==> src/rtl/mux_32_1_rr_arbiter.sv <==
// Round-robin arbiter sharing a 32:1 MUX among 32 single-bit requesters.
// One owner at a time; the grant is held until the owner signals done,
// drops its request, or has held the MUX for MAX_HOLD cycles.
//
// state    | meaning
// ---------+----------------------------------------------------------
// ST_IDLE  | no owner; a pending request is granted on the next edge
// ST_GRANT | one requester owns the MUX; hold counter runs
module mux_32_1_rr_arbiter #(
   parameter int MAX_HOLD = 16
) (
   input  logic        Clock_In,
   input  logic        Reset_In,
   input  logic [31:0] Request_In,
   input  logic        Done_In,
   output logic [31:0] Grant_Out,
   output logic [4:0]  Select_Out,
   output logic        Enable_Out,
   output logic        Timeout_Out
);

   typedef enum logic {
      ST_IDLE  = 1'b0,
      ST_GRANT = 1'b1
   } state_t;

   state_t      state_q, state_d;
   logic [4:0]  ptr_q, ptr_d;
   logic [7:0]  hold_q, hold_d;
   logic [31:0] grant_q, grant_d;
   logic [4:0]  sel_q, sel_d;
   logic        en_q, en_d;
   logic        to_q, to_d;

   logic [4:0]  win_idx;
   logic        win_found;
   logic        rel_owner;
   logic        rel_limit;

   // Rotating priority search: first set bit after the pointer, pointer itself last.
   always_comb begin
      logic [4:0] idx;
      win_idx   = '0;
      win_found = 1'b0;
      idx       = '0;
      for (int i = 1; i <= 32; i++) begin
         idx = ptr_q + 5'(i);
         if (!win_found && Request_In[idx]) begin
            win_idx   = idx;
            win_found = 1'b1;
         end
      end
   end

   // Owner-driven release (done or dropped request) outranks the hold limit.
   always_comb begin
      rel_owner = Done_In | ~Request_In[sel_q];
      rel_limit = (hold_q == 8'(MAX_HOLD));
   end

   // Next-state and registered-output decode.
   always_comb begin
      state_d = state_q;
      ptr_d   = ptr_q;
      hold_d  = hold_q;
      grant_d = grant_q;
      sel_d   = sel_q;
      en_d    = en_q;
      to_d    = 1'b0;
      unique case (state_q)
         ST_IDLE: begin
            if (win_found) begin
               state_d = ST_GRANT;
               ptr_d   = win_idx;
               sel_d   = win_idx;
               grant_d = 32'h1 << win_idx;
               en_d    = 1'b1;
               hold_d  = 8'd1;
            end
         end
         ST_GRANT: begin
            if (rel_owner || rel_limit) begin
               state_d = ST_IDLE;
               grant_d = '0;
               en_d    = 1'b0;
               to_d    = rel_limit & ~rel_owner;
            end else if (!rel_limit) begin
               hold_d = hold_q + 8'd1;
            end
         end
         default: begin
            state_d = ST_IDLE;
            grant_d = '0;
            en_d    = 1'b0;
         end
      endcase
   end

   // State and output registers; reset leaves requester 0 at top priority.
   always_ff @(posedge Clock_In or posedge Reset_In) begin
      if (Reset_In) begin
         state_q <= ST_IDLE;
         ptr_q   <= 5'd31;
         hold_q  <= '0;
         grant_q <= '0;
         sel_q   <= '0;
         en_q    <= 1'b0;
         to_q    <= 1'b0;
      end else begin
         state_q <= state_d;
         ptr_q   <= ptr_d;
         hold_q  <= hold_d;
         grant_q <= grant_d;
         sel_q   <= sel_d;
         en_q    <= en_d;
         to_q    <= to_d;
      end
   end

   assign Grant_Out   = grant_q;
   assign Select_Out  = sel_q;
   assign Enable_Out  = en_q;
   assign Timeout_Out = to_q;

endmodule

==> config.mk <==
export PLATFORM = sky130hd
export DESIGN_NAME = mux_32_1_rr_arbiter
export DESIGN_NICKNAME = d
export VERILOG_FILES = /design/src/rtl/mux_32_1_rr_arbiter.sv
export SDC_FILE = /design/constraint.sdc
export NUM_CORES = 1
export LEC_CHECK = 0
export CAP_MARGIN = 40
export CORE_MARGIN = 1
export CORE_UTILIZATION = 40
export CTS_CLUSTER_SIZE = 14
export DETAILED_ROUTE_END_ITERATION = 10
export REMOVE_ABC_BUFFERS = 1
export SYNTH_ARGS = -nofsm -noshare
export SYNTH_HDL_FRONTEND = slang
export SYNTH_SLANG_ARGS = --single-unit
==> constraint.sdc <==
create_clock -name Clock_In -period 8.5 [get_ports Clock_In]
set_input_delay 1.7 -clock Clock_In [delete_from_list [all_inputs] [get_ports Clock_In]]
set_output_delay 1.7 -clock Clock_In [all_outputs]
set_load 0.02 [all_outputs]
Word-level counts from Yosys, hierarchy flattened
Cells that the tools add are included.

Add/subtract/negate cells: 32. Magnitude comparators: 33. Eq/ne operators: 5. Shift-type cells: 1. Muxes and demuxes: 145. Bitwise operators: 5. Reductions and logical operators: 66.

Operators by type and width (count): $lt 5x6->1 const B (33); $bmux 1 s5 (33); $mux 5 (32); $add 5x5->5 const B (16); $mux 1 (71); $mux 32 (2); $pmux 32 s2 (1); $add 5x4->5 const B (8); $shl 1x5->32 const A (1); $logic_and 1x1->1 (31); $logic_not 1->1 (31); $mux 8 (3); $add 5x3->5 const B (4); $pmux 8 s2 (1); $add 5x2->5 const B (2); $add 8x1->8 const B (1); $eq 8x5->1 const B (1); $ne 2x2->1 const B (3); $add 5x1->5 const B (1); $pmux 1 s2 (2); $reduce_and 2->1 (2); $not 1->1 (3); $reduce_and 3->1 (1); $ne 2x1->1 const B (1); 3 further kinds (3).

Register bits after elaboration: 53. Output and inout bits: 39.

Logic depth before layout (Yosys ltp)
Gate-level depths: netlist of the first run.

Depth after elaboration: 100. Gate-level depth with buffers: 25. Depth with buffers taken out: 17.

Worst setup path before layout of the first run
OpenSTA, ideal clock, no wires.

Path kind: register to register. Start: register ptr_q[1]. End: register grant_q[31] (netlist: Grant_Out[31]). Library setup time: 104 ps. Arrival: 6235 ps. Required time: 8396 ps. Setup slack: 2162 ps. Stages on the path, launching flop included: 24. Buffers on the path: 9. Period minus slack after synthesis: 6338 ps. Cells stage by stage: dfstp_2 > buf_2 > buf_4 > buf_2 > inv_1 > clkbuf_1 > ha_1 > clkbuf_1 > clkbuf_1 > mux4_2 > mux2_2 > mux4_2 > a211oi_2 > nand3_1 > or4b_1 > buf_4 > a211oi_2 > a311oi_1 > a2111oi_2 > o31ai_1 > o2111a_1 > buf_2 > buf_6 > o41ai_2.

Longest elaborated chain between the ends: 100. Elaborated cells on any way between the ends: 226. Those cells by class: add/sub: 31; eq/ne: 1; shift: 1; mux: 130; reduce/logical: 63.

RTL lines: start, declared (RTL line 28) `logic [4:0] ptr_q, ptr_d;`; start signal, assigned (RTL line 111) `ptr_q <= ptr_d;`; $add 5x1->5 (RTL line 47) `idx = ptr_q + 5'(i);`; $bmux 1 s5 (RTL line 48) `if (!win_found && Request_In[idx]) begin`; $mux 1 (implied by the code) (RTL line 48); $mux 1 (RTL line 48); $logic_not 1->1 (RTL line 48); $logic_and 1x1->1 (RTL line 48); $mux 1 (RTL line 48); $logic_not 1->1 (RTL line 48); [84 not listed]; $logic_and 1x1->1 (RTL line 48); $mux 1 (RTL line 48); $logic_not 1->1 (RTL line 48); $logic_and 1x1->1 (RTL line 48); $mux 5 (RTL line 48); $shl 1x5->32 (RTL line 76) `grant_d = 32'h1 << win_idx;`; $mux 32 (RTL line 72) `if (win_found) begin`; $pmux 32 s2 (RTL line 70) `unique case (state_q)`; end signal, assigned (RTL line 113) `grant_q <= grant_d;`; end, declared (RTL line 30) `logic [31:0] grant_q, grant_d;`.

Several ways; a longest one is shown, not always the timed one. The select of a mux whose other input is x is not followed. A chain may end at the register's enable or synchronous reset.

Final worst setup path of the first run
Start: input Request_In[20]. End: register grant_q[30] (netlist: Grant_Out[30]).

Longest elaborated chain between the ends: 99. Elaborated cells on any way between the ends: 201. Those cells by class: eq/ne: 2; shift: 1; mux: 132; bitwise: 2; reduce/logical: 64.

RTL lines: start, declared (RTL line 14) `input logic [31:0] Request_In,`; $bmux 1 s5 (RTL line 48); $mux 1 (implied by the code) (RTL line 48); $mux 1 (RTL line 48); $logic_not 1->1 (RTL line 48); $logic_and 1x1->1 (RTL line 48); $mux 1 (RTL line 48); $logic_not 1->1 (RTL line 48); $logic_and 1x1->1 (RTL line 48); [83 not listed]; $logic_and 1x1->1 (RTL line 48); $mux 1 (RTL line 48); $logic_not 1->1 (RTL line 48); $logic_and 1x1->1 (RTL line 48); $mux 5 (RTL line 48); $shl 1x5->32 (RTL line 76); $mux 32 (RTL line 72); $pmux 32 s2 (RTL line 70).

Several ways; a longest one is shown, not always the timed one. The select of a mux whose other input is x is not followed.

==> impl_metrics.ini, run 1 <==
[floorplan]
die-area_sq_um = 23400
die_w_um = 153
pin_count = 74
core_area_sq_um = 22100
rows = 54
initial_core_util_pct = 41.2
die_h_um = 153

[logic_synthesis]
synth_cells = 983
syn_avg_cell_area_sq_um = 9.26
synth_edf_count = 0
ys_seq_area_share_pct = 14.6
yosysTopAreaCell = mux4_2
ys_top_cells_by_area = mux4_2, dfrtp_1, mux2i_1
synth_top_area_share_pct = 22.8
ys_warn_count = 0
ys_ff_latch = 53
synthArstFlopShare_pct = 100
syn_area_sq_um = 9100
ys_top_cells_by_count = nand2_1, mux4_2, mux2i_1, nor2_1, dfrtp_1
ys_types = 92
yosysMostFrequentCell = nand2_1
ys.flop_type = dfrtp_1

[clocking]
cts_tree = yes
cts_max_level = 2
holdBufCountCts = 0
clk_pin_slew_ns = 0.07
cts.sinks = 53
clk_path_buf_depth = 2
insertion_delay_ns = 0.30
cts-buffers-inserted = 5
postCtsSetupRepairBufs = 0
cts_root_buf = clkbuf_16
cts_resized = 0

[critical_path]
rrSetupSlack_ns = 1.49
r2r-end = Grant_Out[30]
r2r_cells = 14
critPathMaxFanout = 25
r2r-start = ptr_q[1]
criticalPathCategory = primary input to flip-flop
critical_path_required_ns = 8.64
worst-endpoint-arrival_ns = 7.31
cp-start-kind = primary input
endpoint_kind = flip-flop

[timing]
tns_ns = 0
relSlewSlack_pct = 40.9
fin_worst_skew_ns = 0.00807
worst-slew-pin-transition_ns = 0.886
hold_ws_ns = 0.481
timing.fmax_mhz = 139
setup_viol = 0
finalHoldViolations = 0
slew_violations = 0
period_share_pct = 84.4
period_needed_ns = 7.17
rsz0062_at_grt = no

[route]
avgViaCountPerCell = 7.01
drc = 0
antenna_left = 0
via_count = 9179
drt_iter0_markers = 1058
wirelength_um = 34400
dr.pass1.iters = 5
wl_per_cell_um = 26.3

[global_route]
grt_start_max_net_pins = 54
grt_pass1_vias = 8562
antenna_found_initial = 0
grt_pass1_wl_um = 53100
groute.usage.overall_pct = 29.3
overflow = 0

[cells_and_area]
fin_util_pct = 47.0
layout.cells.non_filler = 1310
nNetsFinal = 1079
final_layout_size_suffix_gt1_share_pct = 21.0
syn2layout_area_growth_pct = 14.1
n_antenna_cell = 0

[min_path]
min_path_cells = 2
holdCritPathClass = flip-flop to flip-flop
min_from = Grant_Out[29]
hold_end = Grant_Out[29]

[status]
status = finished, final reports clean

[place]
dpl.cell_count = 1301
gp_congestion = 1.01
hpwl_um = 26000
portBuffers = 73

[flow_run]
maxCapViolCount = 0
[routing by layer]
layer  track usage (%)  wire length, um  vias to the layer above
met3              4.79             3630                       85
met2              45.8            15400                      585
li1                  -                -                     3981
met5                 0                0                        -
met1              41.7            14300                     4528
met4              8.61             1070                        0
[registers in the layout, indices dropped and copies added, names as in the netlist]
signal       flops
Enable_Out       1
Grant_Out       32
Timeout_Out      1
hold_q           8
Select_Out       5
state_q          1
ptr_q            5
[worst max-delay path, cell delays in order]
cell             delay [ns]
clkdlybuf4s50_1        0.53
mux4_2                 0.50
mux2i_1                0.62
o22ai_1                0.22
a21oi_1                0.62
and3_1                 0.40
nand4_4                0.40
or2_1                  0.49
nor4_1                 0.55
a2111oi_2              0.11
o31ai_1                0.15
o2111a_1               0.84
o41ai_1                0.17
[through the flow]
stage	setup slack (ns)	instance area (sq um)
finish	1.33	10400
CTS	1.50	10400
global route	1.08	10400
global placement	1.20	10100
detailed placement	1.20	10200
floorplan	1.57	8750
[area by class of cell]
type	count	area [sq um]
Clock inverter	3	68.8
Multi-Input combinational cell	822	7310
Inverter	32	120
Timing Repair Buffer	115	1080
Tap cell	280	350
Sequential cell	53	1330
Clock buffer	5	125
Fill cell	2131	11700
[cells in the final DEF (no fill, tap or decap), types with 7 or more instances in the layout]
cell type        instances
a211oi_1                 9
a21o_1                   7
a21oi_1                 40
a22oi_1                 11
a31oi_1                  8
and2_1                  14
and3_1                  13
buf_4                   36
clkdlybuf4s50_1         73
dfrtp_1                 48
ha_1                    15
inv_1                   28
mux2_2                  22
mux2i_1                 83
mux4_2                  92
nand2_1                113
nand2b_1                 9
nand3_1                 24
nand4_1                  9
nor2_1                  56
nor2b_1                  9
nor3_1                  19
nor4_1                  11
o21ai_0                 40
o21ai_1                  9
o22ai_1                  9
o41ai_1                 17
o41ai_2                 15
xnor2_1                 26
[cell families after synthesis]
kind of cell	Yosys count	share of synthesized area, %
and+or+nand+nor	313	17.6
AOI/OAI and AO/OA	260	22.1
muxes	198	34.7
buffers and inverters	108	5.20
DFF	53	14.6
xor gates and xnor gates	36	3.71
adders and majority gates	15	2.06
[how the worst max path moves through the flow]
stage / depth (start not counted) / from / slack (ns) / endpoint
final: 13 / Request_In[20] / 1.33 / Grant_Out[30]
after global routing: 13 / Request_In[18] / 1.08 / Grant_Out[27]
after CTS: 13 / Request_In[4] / 1.50 / Grant_Out[30]
after detailed placement: 12 / Request_In[30] / 1.20 / Grant_Out[30]
after global placement: 12 / Request_In[28] / 1.20 / Grant_Out[9]
after floorplan: 14 / ptr_q[1] / 1.57 / Grant_Out[12]
Power of run 1 is left out: the tool's default activity adds up to more than one toggle a clock period on the data nets, which glitch-free logic cannot reach.
==> run 2, diff against run 1 <==
- clock period: 8.5 -> 6.8 ns (I/O delays scaled with it)
==> run 2 against run 1 <==
Compared with the run above:
- clock-buffer cell count is the same
- cell count up 0.99%
- sequential share of layout area fell by 0.081 points
- critical path depth rose by 1
- non-clock buffer count increased by 13
- register-to-register slack got worse by 0.85 ns
- sequential cell count stayed put
- worst hold slack better by 0.0033 ns
- global-route usage about the same
- critical path type unchanged
- critical endpoint is now Grant_Out[25]
- highest routed layer unchanged
==> impl_metrics.ini, run 2 (same netlist as run 1, synthesis figures left out) <==
[timing]
slew_violations = 0
worst-slew-pin-transition_ns = 0.853
rsz0062_at_grt = no
timing.fmax_mhz = 156
period_share_pct = 94.2
period_needed_ns = 6.40
relSlewSlack_pct = 43.1
setup_viol = 0
finalHoldViolations = 0
fin_worst_skew_ns = 0.00579

[global_route]
grt_pass1_vias = 8572
overflow = 0
antenna_found_initial = 0
grt_start_max_net_pins = 57
groute.usage.overall_pct = 29.3
grt_pass1_wl_um = 53200

[clocking]
cts-buffers-inserted = 5
cts_tree = yes
clk_path_buf_depth = 2
insertion_delay_ns = 0.29
cts_resized = 0
postCtsSetupRepairBufs = 0
holdBufCountCts = 0
cts_max_level = 2
cts_root_buf = clkbuf_16
clk_pin_slew_ns = 0.07
cts.sinks = 53

[route]
dr.pass1.iters = 6
antenna_left = 0
wl_per_cell_um = 26.1
drt_iter0_markers = 1154
via_count = 9313
drc = 0
avgViaCountPerCell = 7.04
wirelength_um = 34600

[floorplan]
pin_count = 74
rows = 54
core_area_sq_um = 22100
die_h_um = 153
die_w_um = 153
initial_core_util_pct = 41.2
die-area_sq_um = 23400

[cells_and_area]
layout_common_cells = nand2_1, mux4_2, mux2i_1
multi_input_area_sq_um = 7310
n_antenna_cell = 0
largest_register_ffs = 32
finish.instance_area_sq_um = 10500
final_layout_size_suffix_gt1_share_pct = 22.0
num-fill-cells = 2088
nNetsFinal = 1092
syn2layout_area_growth_pct = 14.8
final_common_cell = nand2_1
regArea_sq_um = 1330

[place]
place_area_sq_um = 10300
gp_congestion = 1.06
hpwl_um = 26200
portBuffers = 73

[critical_path]
critPathMaxFanout = 10
endpoint_kind = flip-flop
cp-start-kind = primary input
criticalPathCategory = primary input to flip-flop
r2r_cells = 15
critical_path_required_ns = 6.96
worst-endpoint-arrival_ns = 6.56

[min_path]
min_path_cells = 2
holdCritPathClass = flip-flop to flip-flop

[flow_run]
maxCapViolCount = 0

[status]
status = finished, final reports clean
[run 2: changes by cell type in the layout (fill, tap and decap cells not counted), sizes merged]
cell and change:
clkinv +1, bufinv -1, buf +13
[run 2: area by class of cell]
type	count	area share, %
tap	280	3.35
multi-input combinational	822	70.0
inverter	32	1.15
clock buffer	5	1.20
clock inverter	3	0.419
timing repair buffer	128	11.2
sequential	53	12.7
[run 2: critical path, stage by stage]
cell             delay [ns]
clkdlybuf4s50_1        0.54
mux4_2                 0.62
mux2_2                 0.34
mux4_2                 0.55
a211oi_2               0.23
buf_4                  0.18
nand3_1                0.07
or4b_1                 0.78
nor4_2                 0.51
a21oi_1                0.13
o311ai_0               0.20
o31a_1                 0.33
nand3_1                0.31
o41ai_1                0.39
[run 2: layer usage]
metal	part of all wire, %	vias up	track usage, %
met5	0	-	0
met4	4.1	0	10.6
met3	10	111	4.31
met2	45	608	44.9
met1	40	4571	41.9
li1	-	4023	-
[run 2: through the flow]
stage / TNS, ns / hold WS (ns) / util [%] / cells / worst slack, ns
after floorplan: -3.86 / 0.507 / - / 907 / -0.133
after global placement: 0 / 0.468 / 46.4 / 1311 / 0.295
after global routing: 0 / 0.505 / 47.3 / 1323 / 0.119
after detailed placement: 0 / 0.466 / 46.5 / 1315 / 0.201
final: 0 / 0.484 / 47.3 / 1323 / 0.397
after CTS: 0 / 0.483 / 47.3 / 1323 / 0.485
[run 2: path summary, 6_finish.rpt]
kind,from,slack [ns],endpoint
setup / recovery,Request_In[4],0.40,Grant_Out[25]
hold / removal,Grant_Out[21],0.48,Grant_Out[21]
setup reg to reg,ptr_q[2],0.64,Grant_Out[30]
hold reg to reg,Grant_Out[21],0.48,Grant_Out[21]
max in group asynchronous,Reset_In,4.77,Grant_Out[27]
min in group asynchronous,Reset_In,1.56,hold_q[5]
Power of run 2 is left out for the same reason.
